## src/rtl/pipe_pkg.sv

```systemverilog
// Shared pipeline definitions: forward-select encoding, register index
// width and the shadow stage-tag layout used by the hazard controller
// and the datapath forwarding muxes.
package pipe_pkg;

    localparam int REG_ADDR_W = 5;

    // Forward-select encoding shared with the datapath 3:1 muxes.
    localparam logic [1:0] FWD_REG   = 2'b00;
    localparam logic [1:0] FWD_MEMWB = 2'b01;
    localparam logic [1:0] FWD_EXMEM = 2'b10;

    // Load-use stall sequencer states.
    localparam logic [0:0] ST_IDLE  = 1'b0;
    localparam logic [0:0] ST_STALL = 1'b1;

    // Per-stage destination tag of an in-flight instruction.
    typedef struct packed {
        logic                  valid;
        logic [REG_ADDR_W-1:0] dest;
        logic                  reg_write;
        logic                  mem_read;
    } stage_tag_t;

    // EX additionally remembers its own sources for the forward compare.
    typedef struct packed {
        stage_tag_t            tag;
        logic [REG_ADDR_W-1:0] rs;
        logic [REG_ADDR_W-1:0] rt;
        logic                  uses_rt;
    } ex_tag_t;

    // A stage can supply a value for register r only if it really writes
    // it; $0 is hard-wired zero and is never a forwarding source.
    function automatic logic tag_hits(stage_tag_t t, logic [REG_ADDR_W-1:0] r);
        return t.valid && t.reg_write && (t.dest != '0) && (t.dest == r);
    endfunction

endpackage

```

## src/rtl/fwd_sel_gen.sv

```systemverilog
// One forward-select comparator: picks the youngest in-flight producer
// of a source register, or the register file when none matches.
module fwd_sel_gen
    import pipe_pkg::*;
(
    input  logic [REG_ADDR_W-1:0] src_i,
    input  logic                  uses_i,
    input  stage_tag_t            mem_tag_i,
    input  stage_tag_t            wb_tag_i,
    output logic [1:0]            sel_o
);

    // The load flag only matters for hazard detection, not forwarding.
    logic unused_mem_read;
    assign unused_mem_read = mem_tag_i.mem_read ^ wb_tag_i.mem_read;

    // EX/MEM is checked first so the youngest producer wins.
    always_comb begin
        sel_o = FWD_REG;
        if (uses_i) begin
            if (tag_hits(mem_tag_i, src_i)) begin
                sel_o = FWD_EXMEM;
            end else if (tag_hits(wb_tag_i, src_i)) begin
                sel_o = FWD_MEMWB;
            end
        end
    end

endmodule

```

## src/rtl/fwd_hazard_ctrl.sv

```systemverilog
// Forwarding / load-use hazard controller for the 5-stage pipeline.
// Shadows the EX, MEM and WB destination tags, drives the ALU operand
// forward selects from those registered tags and sequences load-use stalls.
// REG_ADDR_W must match the package width since the stage tags use it.
module fwd_hazard_ctrl #(
    parameter int REG_ADDR_W       = pipe_pkg::REG_ADDR_W,
    parameter int LOAD_USE_BUBBLES = 1,
    parameter int CNT_W            = 32
) (
    input  logic                  clk,
    input  logic                  rst_n,
    input  logic                  id_valid_in,
    input  logic [REG_ADDR_W-1:0] id_rs_in,
    input  logic [REG_ADDR_W-1:0] id_rt_in,
    input  logic                  id_uses_rt_in,
    input  logic [REG_ADDR_W-1:0] id_dest_in,
    input  logic                  id_reg_write_in,
    input  logic                  id_mem_read_in,
    input  logic                  flush_in,
    output logic [1:0]            fwd_a_out,
    output logic [1:0]            fwd_b_out,
    output logic                  stall_out,
    output logic [CNT_W-1:0]      stall_count_out
);

    import pipe_pkg::*;

    // LOAD_USE_BUBBLES is at most 3, so two bits hold the remaining count.
    localparam int BUB_W = 2;

    ex_tag_t          ex_q, ex_d;
    stage_tag_t       mem_q;
    stage_tag_t       wb_q;
    logic [0:0]       state_q, state_d;
    logic [BUB_W-1:0] bub_q, bub_d;
    logic [CNT_W-1:0] stall_cnt_q;
    logic             hazard;
    logic             stall;

    logic [REG_ADDR_W-1:0] sel_src [2];
    logic                  sel_uses [2];
    logic [1:0]            sel_out [2];

    // Load in EX whose destination is read by the instruction in ID.
    always_comb begin
        hazard = id_valid_in && !flush_in
              && ex_q.tag.valid && ex_q.tag.mem_read && (ex_q.tag.dest != '0)
              && ((ex_q.tag.dest == id_rs_in)
                  || (id_uses_rt_in && (ex_q.tag.dest == id_rt_in)));
    end

    // Stall sequencer: the first bubble comes straight from the hazard,
    // extra bubbles are counted down in STALL; a flush aborts everything.
    always_comb begin
        state_d = state_q;
        bub_d   = bub_q;
        stall   = 1'b0;
        if (flush_in) begin
            state_d = ST_IDLE;
            bub_d   = '0;
        end else begin
            case (state_q)
                ST_IDLE: begin
                    stall = hazard;
                    if (hazard && (LOAD_USE_BUBBLES > 1)) begin
                        state_d = ST_STALL;
                        bub_d   = BUB_W'(LOAD_USE_BUBBLES - 1);
                    end
                end
                ST_STALL: begin
                    stall = 1'b1;
                    if (bub_q <= BUB_W'(1)) begin
                        state_d = ST_IDLE;
                        bub_d   = '0;
                    end else begin
                        bub_d = bub_q - BUB_W'(1);
                    end
                end
                default: begin
                    state_d = ST_IDLE;
                    bub_d   = '0;
                end
            endcase
        end
    end

    // Next EX tag: the ID instruction, or a bubble when stalled/flushed/empty.
    always_comb begin
        ex_d.tag.valid     = id_valid_in && !stall && !flush_in;
        ex_d.tag.dest      = id_dest_in;
        ex_d.tag.reg_write = id_reg_write_in;
        ex_d.tag.mem_read  = id_mem_read_in;
        ex_d.rs            = id_rs_in;
        ex_d.rt            = id_rt_in;
        ex_d.uses_rt       = id_uses_rt_in;
    end

    // Shadow pipeline, stall sequencer and stall performance counter.
    always_ff @(posedge clk) begin
        if (!rst_n) begin
            ex_q        <= '0;
            mem_q       <= '0;
            wb_q        <= '0;
            state_q     <= ST_IDLE;
            bub_q       <= '0;
            stall_cnt_q <= '0;
        end else begin
            ex_q    <= ex_d;
            mem_q   <= ex_q.tag;
            wb_q    <= mem_q;
            state_q <= state_d;
            bub_q   <= bub_d;
            if (stall) begin
                stall_cnt_q <= stall_cnt_q + CNT_W'(1);
            end
        end
    end

    // Operand A compares against rs; operand B against rt only when read.
    always_comb begin
        sel_src[0]  = ex_q.rs;
        sel_uses[0] = ex_q.tag.valid;
        sel_src[1]  = ex_q.rt;
        sel_uses[1] = ex_q.tag.valid && ex_q.uses_rt;
    end

    generate
        for (genvar gi = 0; gi < 2; gi++) begin : g_sel
            fwd_sel_gen u_sel (
                .src_i     (sel_src[gi]),
                .uses_i    (sel_uses[gi]),
                .mem_tag_i (mem_q),
                .wb_tag_i  (wb_q),
                .sel_o     (sel_out[gi])
            );
        end
    endgenerate

    assign fwd_a_out       = sel_out[0];
    assign fwd_b_out       = sel_out[1];
    assign stall_out       = stall;
    assign stall_count_out = stall_cnt_q;

endmodule

```

## config.mk

```make
export PLATFORM = sky130hd
export DESIGN_NAME = fwd_hazard_ctrl
export DESIGN_NICKNAME = d
export VERILOG_FILES = /design/src/rtl/pipe_pkg.sv /design/src/rtl/fwd_sel_gen.sv /design/src/rtl/fwd_hazard_ctrl.sv
export SDC_FILE = /design/constraint.sdc
export NUM_CORES = 1
export LEC_CHECK = 0
export ABC_AREA = 1
export CAP_MARGIN = 20
export CORE_AREA = 2 2 83 100
export CTS_CLUSTER_DIAMETER = 80
export DETAILED_ROUTE_END_ITERATION = 10
export DIE_AREA = 0 0 85 102
export MAX_ROUTING_LAYER = met4
export PLACE_DENSITY_LB_ADDON = 0.12
export SLEW_MARGIN = 20
export SYNTH_ARGS = -nofsm -noshare
export SYNTH_HDL_FRONTEND = slang
export SYNTH_SLANG_ARGS = --single-unit
```

## constraint.sdc

```tcl
create_clock -name clk -period 1.9 [get_ports clk]
set_clock_uncertainty 0.05 [all_clocks]
set_input_delay 0.38 -clock clk [delete_from_list [all_inputs] [get_ports clk]]
set_output_delay 0.38 -clock clk [all_outputs]
set_load 0.01 [all_outputs]
```

==> results of run 1 <==
[synth_stat cells]
| master | number | share of area (%) |
|---|---|---|
| nor3_1 | 11 | 1.6 |
| xnor2_1 | 12 | 3.0 |
| nand3_1 | 52 | 7.4 |
| a21oi_2 | 20 | 5.0 |
| a21oi_1 | 15 | 2.1 |
| o22ai_1 | 1 | 0.18 |
| xor2_1 | 4 | 0.99 |
| nor4_1 | 1 | 0.18 |
| a211oi_1 | 1 | 0.21 |
| ha_1 | 1 | 0.35 |
| buf_12 | 3 | 1.7 |
| buf_2 | 2 | 0.28 |
| dfxtp_1 | 68 | 39 |
| o21ai_0 | 1 | 0.14 |
| nand2_2 | 4 | 0.71 |
| inv_1 | 75 | 8.0 |
| clkbuf_1 | 3 | 0.32 |
| nor2_2 | 3 | 0.53 |
| inv_2 | 7 | 0.75 |
| buf_1 | 4 | 0.43 |
| buf_6 | 3 | 0.96 |
| or2_2 | 2 | 0.35 |
| nand3b_1 | 1 | 0.21 |
| a221oi_1 | 2 | 0.50 |
| nand4_1 | 10 | 1.8 |
| buf_4 | 1 | 0.21 |
| nor2_4 | 1 | 0.32 |
| nor2_1 | 81 | 8.6 |
| nor3_2 | 1 | 0.28 |
| nand2_1 | 135 | 14 |
[flip-flops by register name (all words and copies together), names as in the netlist]
signal	cells
mem_q	7
wb_q	7
ex_q	19
state_q	1
bub_q	2
stall_count_out	32
[worst max-delay path, cell delays in order (launching register included)]
cell	delay, ns
dfxtp_2	0.33
buf_6	0.11
xnor2_2	0.15
nand4_1	0.13
nor2_1	0.11
nand2_1	0.08
nor3_1	0.13
buf_2	0.15
[through the flow]
| stage | setup WS (ns) | setup TNS (ns) | cell area (sq um) | power (W) | cells |
|---|---|---|---|---|---|
| 6_report | -0.07908 | -0.1755 | 4713 | 0.002998 | 706 |
| 3_3_place_gp | -0.6992 | -7.537 | 4342 | 0.001749 | 689 |
| 5_1_grt | -0.1474 | -0.4754 | 4713 | 0.003128 | 706 |
| 3_5_place_dp | -0.6849 | -7.974 | 4342 | 0.001752 | 689 |
| 4_1_cts | -0.08947 | -0.2605 | 4604 | 0.003016 | 705 |
| 2_1_floorplan | 0.2957 | 0 | 3526 | 0.001640 | 525 |
[cells in the final DEF, fill, tap and decap left out, drive strengths merged]
cell | netlist | layout
a211oi | 1 | 1
a21oi | 35 | 35
a221oi | 2 | 2
buf | 13 | 37
bufinv | 0 | 1
clkbuf | 3 | 11
clkdlybuf4s50 | 0 | 40
clkinv | 0 | 1
clkinvlp | 0 | 2
dfxtp | 68 | 68
dlygate4sd2 | 0 | 11
dlymetal6s2s | 0 | 1
ha | 1 | 1
inv | 82 | 83
nand2 | 139 | 139
nand3 | 52 | 52
nand3b | 1 | 1
nand4 | 10 | 10
nor2 | 85 | 85
nor3 | 12 | 12
nor4 | 1 | 1
o21ai | 1 | 1
o22ai | 1 | 1
or2 | 2 | 2
xnor2 | 12 | 12
xor2 | 4 | 4
[worst max path at each step]
stage / startpoint / endpoint / slack, ns / cells after the start
floorplan: stall_count_out[0] / stall_count_out[16] / 0.30 / 10
global placement: id_rt_in[4] / stall_out / -0.70 / 10
detailed placement: id_rs_in[0] / stall_out / -0.68 / 10
CTS: ex_q[14] / stall_out / -0.09 / 9
global route: ex_q[2] / fwd_b_out[1] / -0.15 / 7
finish: ex_q[2] / fwd_b_out[1] / -0.08 / 7
[repair_timing]
item                                    CTS  global route
buffers inserted                          0             1
hold buffers                              0             0
endpoints found under the setup margin    5            12
pin swaps                                12            19
gates resized for setup                  61            31
[power by group through the flow]
| stage | Sequential, W | Combinational [W] | Clock, W |
|---|---|---|---|
| after CTS | 0.00149 | 0.000246 | 0.00128 |
| final | 0.00149 | 0.000256 | 0.00126 |
| after floorplan | 0.00151 | 0.000130 | 0 |
| after detailed placement | 0.00152 | 0.000236 | 0 |
| after global routing | 0.00149 | 0.000286 | 0.00135 |
| after global placement | 0.00152 | 0.000233 | 0 |
[cell type report]
class	count	area (sq um)
clock buffer	11	151.4
clock inverter	5	58.81
fill	717	2950
multi-input combinational	359	1861
sequential	68	1400
tap	92	115.1
inverter	82	310.3
timing repair buffer	89	817.0
[routing by layer]
layer  share of wire, %  vias to the layer above  GRT usage, %  routed length (um)
li1                   -                     1794             -                   -
met1                 42                     1547         22.14                3622
met2                 52                       62         37.98                4474
met3                3.0                       18         3.796                 254
met4                2.6                        0         8.913                 223
met5                  0                        -             -                   0
[cell families after synthesis]
family	after synthesis	synth area share (%)
buf+inv	98	12.63
fa+ha+maj	1	0.3548
compound gates	40	8.126
simple gates	302	36.30
flops	68	38.61
xor+xnor	16	3.974
==> summary.md, run 1 <==
| Metric | Value |
|---|---|
| Final Hold Viols | 0 |
| Largest net degree at the start of global routing | 38 |
| Gr ovfl total | 0 |
| RSZ-0062 raised after global routing | true |
| Initial core utilization | 46.01% |
| Worst skew pair latency | 0.35 ns |
| Combinational power share | 8.5% |
| Crit Reg-Reg Startpoint | stall_count_out[1] |
| Final wirelength | 8574 um |
| P per Cell Area | 636.2 nW/um^2 |
| Syn nets | 548 |
| Initial drt markers | 78 |
| Internal | 0.002260 W |
| Max cap viols | 0 |
| Avg Cell Area, Syn | 6.716 sq um |
| Hold Startpoint | id_uses_rt_in |
| Mapped cell area | 3526 sq um |
| Drt first pass iters | 4 |
| Sw Pwr | 0.0007383 W |
| Num CTS Buffers | 9 |
| Arrival time at the worst endpoint | 1.55 ns |
| Mapped Cells | 525 |
| Sequential-to-total area share from yosys stat | 38.61% |
| First-pass GRT wire length | 14030 um |
| Global placement routability congestion | 0.9072 |
| Slew headroom | 72.64% |
| Die X-Extent | 85 um |
| CP Launch Type | register |
| P_leak | 2.212 nW |
| Area Overhead vs Synth | 33.68% |
| Final HPWL DP | 6306 um |
| Final min period | 1.979 ns |
| Maximum clock frequency | 505.3 MHz |
| Max-slew violations | 0 |
| Setup CP Type | reg2out |
| CTS tree | yes |
| Sequential fraction of design power | 49.6% |
| Clk pwr share | 41.9% |
| Synth unique cells | 30 |
| YS warnings | 0 |
| CP required | 1.47 ns |
| Status | finished, violations left |
| R2R Path End | stall_count_out[26] |
| Share of cells above drive strength 1 | 22.48% |
| Final hold slack | 0.3249 ns |
| Final setup fails | 4 |
| CTS Buffer Depth | 2 |
| Utilization after layout | 61.50% |
| H-tree levels | 3 |
| PnR worst setup slack | -0.07908 ns |
| Layout net count | 632 |
| Die area | 8670 sq um |
| Hold depth | 3 |
| DR DRC count | 0 |
| Worst-path maximum fanout | 2 |
| Routed vias | 3421 |
| FF+latch count, synth | 68 |
| Die height | 102 um |
| R2R cell count | 10 |
| HP Class | in2reg |
| Tot GR Track Use | 20.89% |
| Worst IR Drop VDD | 0.4549 mV |
| Core Rows | 35 |
| Core Box Area | 7664 sq um |
| Slew at the pin with the worst max-slew slack | 0.4104 ns |
| Root buf cell | clkbuf_8 |
| IO Pins | 59 |
| Worst hold endpoint | ex_q[0] |
| Sink Count | 68 |
| PortBufs | 58 |
| # diodes | 0 |
| Period utilisation layout | 104.2% |
| Initial antenna violation count | 0 |
| Drt wl/cell | 12.14 um |
| DRT antenna net count | 0 |
| Vias in the first global route | 3201 |
| Failing checks | negative setup slack |
| Reg-to-reg setup timing slack | 0.17 ns |
| Critical Path End Type | primary output |
| Reg clk slew, reported paths | 0.08 ns |
| Via/cell ratio | 4.846 |
| Sw Ratio | 24.62% |
Power figures use the tool's default switching activity.
==> run 2: changes to the inputs <==
--- a/config.mk
+++ b/config.mk
@@ -7,11 +7,10 @@
 export LEC_CHECK = 0
 export ABC_AREA = 1
 export CAP_MARGIN = 20
-export CORE_AREA = 2 2 83 100
+export CORE_AREA = 2 2 95 115
 export CTS_CLUSTER_DIAMETER = 80
 export DETAILED_ROUTE_END_ITERATION = 10
-export DIE_AREA = 0 0 85 102
-export MAX_ROUTING_LAYER = met4
+export DIE_AREA = 0 0 97 117
 export PLACE_DENSITY_LB_ADDON = 0.12
 export SLEW_MARGIN = 20
 export SYNTH_ARGS = -nofsm -noshare
==> run 2 against run 1 <==
The flow still finishes with violations (negative setup slack). Sequential power hardly changed. Sequential share of layout area shrank 0.67 points. Largest power group is now clock. First-iteration DRC count grew 88%. Combinational power decreased by 3%.
==> summary.md, run 2 (synthesized netlist as in run 1, its figures left out) <==
| Metric | Value |
|---|---|
| Via/cell ratio | 4.668 |
| Die X-Extent | 97 um |
| Layout net count | 635 |
| Largest net degree at the start of global routing | 47 |
| Drt wl/cell | 12.47 um |
| Worst-path maximum fanout | 3 |
| Slew headroom | 73.05% |
| Final hold slack | 0.3530 ns |
| Worst skew pair latency | 0.32 ns |
| Worst IR Drop VDD | 0.3954 mV |
| Failing checks | negative setup slack |
| Register Area | 1403 sq um |
| Gr ovfl total | 0 |
| Die height | 117 um |
| Slew at the pin with the worst max-slew slack | 0.4042 ns |
| M2 GR Usage | 31.57% |
| CTS Buffer Depth | 2 |
| Area Overhead vs Synth | 37.01% |
| Num CTS Buffers | 9 |
| IO Pins | 59 |
| Placed instance count | 728 |
| Tot GR Track Use | 17.06% |
| Routed vias | 3478 |
| Maximum clock frequency | 517.4 MHz |
| Filler cells | 1031 |
| Dpl ws | -0.7538 ns |
| GR peak layer | met2 |
| Met3 usage | 2.850% |
| Drt first pass iters | 4 |
| Final Hold Viols | 0 |
| Final setup fails | 2 |
| First-pass GRT wire length | 15630 um |
| Die area | 11350 sq um |
| Core Box Area | 10310 sq um |
| Met1 Usage GRT | 18.86% |
| PnR worst setup slack | -0.03269 ns |
| Setup tns final | -0.05708 ns |
| Arrival time at the worst endpoint | 1.50 ns |
| Share of cells above drive strength 1 | 22.08% |
| HP Class | in2reg |
| Critical Path End Type | primary output |
| Root buf cell | clkbuf_16 |
| Setup CP Type | reg2out |
| H-tree levels | 3 |
| Area of the multi-input gates | 1827 sq um |
| Status | finished, violations left |
| DRT antenna net count | 0 |
| Initial core utilization | 34.19% |
| PortBufs | 58 |
| Commonest non-fill, non-tap cells in the layout | 133 x nand2_1, 74 x nor2_1, 73 x inv_1 |
| Period utilisation layout | 101.7% |
| Core Rows | 41 |
| Most common cell after layout, fill and taps aside | nand2_1 |
| CP required | 1.47 ns |
| Initial antenna violation count | 0 |
| Reg clk slew, reported paths | 0.05 ns |
| RSZ-0062 raised after global routing | true |
| # diodes | 0 |
| Largest register FFs | 32 |
| P_leak | 2.252 nW |
| DR DRC count | 0 |
| Global placement routability congestion | 0.8940 |
| Final Instance Count excl. Fillers | 745 |
| CP Launch Type | register |
| CTS tree | yes |
| Final wirelength | 9293 um |
| Final min period | 1.933 ns |
| P per Cell Area | 712.0 nW/um^2 |
| Hold_buf cts | 0 |
| Initial drt markers | 147 |
| Max-slew violations | 0 |
| Max cap viols | 0 |
| Vias in the first global route | 3457 |
| Sink Count | 68 |
| Final HPWL DP | 6795 um |
[run 2: worst max-delay path: stages (launching register included)]
cell and delay (ns):
dfxtp_4 0.36, or2_4 0.24, a221oi_4 0.26, nand3_1 0.10
nor2_1 0.09, buf_2 0.13
[run 2: area by class of cell]
class	count	share of cell area, %
Tap cell	129	3.341
Clock buffer	14	5.672
Clock inverter	1	0.6216
Inverter	82	6.371
Timing Repair Buffer	92	17.15
Sequential cell	68	29.03
Multi-Input combinational cell	359	37.81
[run 2: per-layer routing]
metal	vias to the layer above	wire length, um
met5	-	0
met4	0	276
met3	17	296
met2	56	4733
met1	1598	3987
li1	1807	-
[run 2: worst paths after layout]
kind,to,slack (ns),cells past startpoint,start
max reg2reg,stall_count_out[28],0.13,9,stall_count_out[6]
min,ex_q[0],0.35,3,id_uses_rt_in
min reg2reg,mem_q[1],0.37,2,ex_q[12]
max,fwd_b_out[0],-0.03,5,ex_q[2]
[run 2: repair_timing]
item / in CTS / in global routing
gates resized for setup: 66 / 20
buffers inserted: 1 / 1
endpoints found under the setup margin: 5 / 13
pin swaps: 13 / 15
cloned: 0 / 0
[run 2: power by group]
group / switching [W] / total [W] / internal, W
clock: 0.000581 / 0.00170 / 0.00112
combinational: 0.000128 / 0.000249 / 0.000121
sequential: 0.0000345 / 0.00149 / 0.00146
total: 0.000743 / 0.00344 / 0.00270
[run 2: per-stage QoR]
step | cell area, sq um | total power, W | util, %
detailed placement | 4403 | 0.001756 | 42.70
CTS | 4761 | 0.003475 | 46.17
floorplan | 3526 | 0.001640 | -
global placement | 4403 | 0.001752 | 42.70
finish | 4831 | 0.003440 | 46.85
global route | 4831 | 0.003580 | 46.85
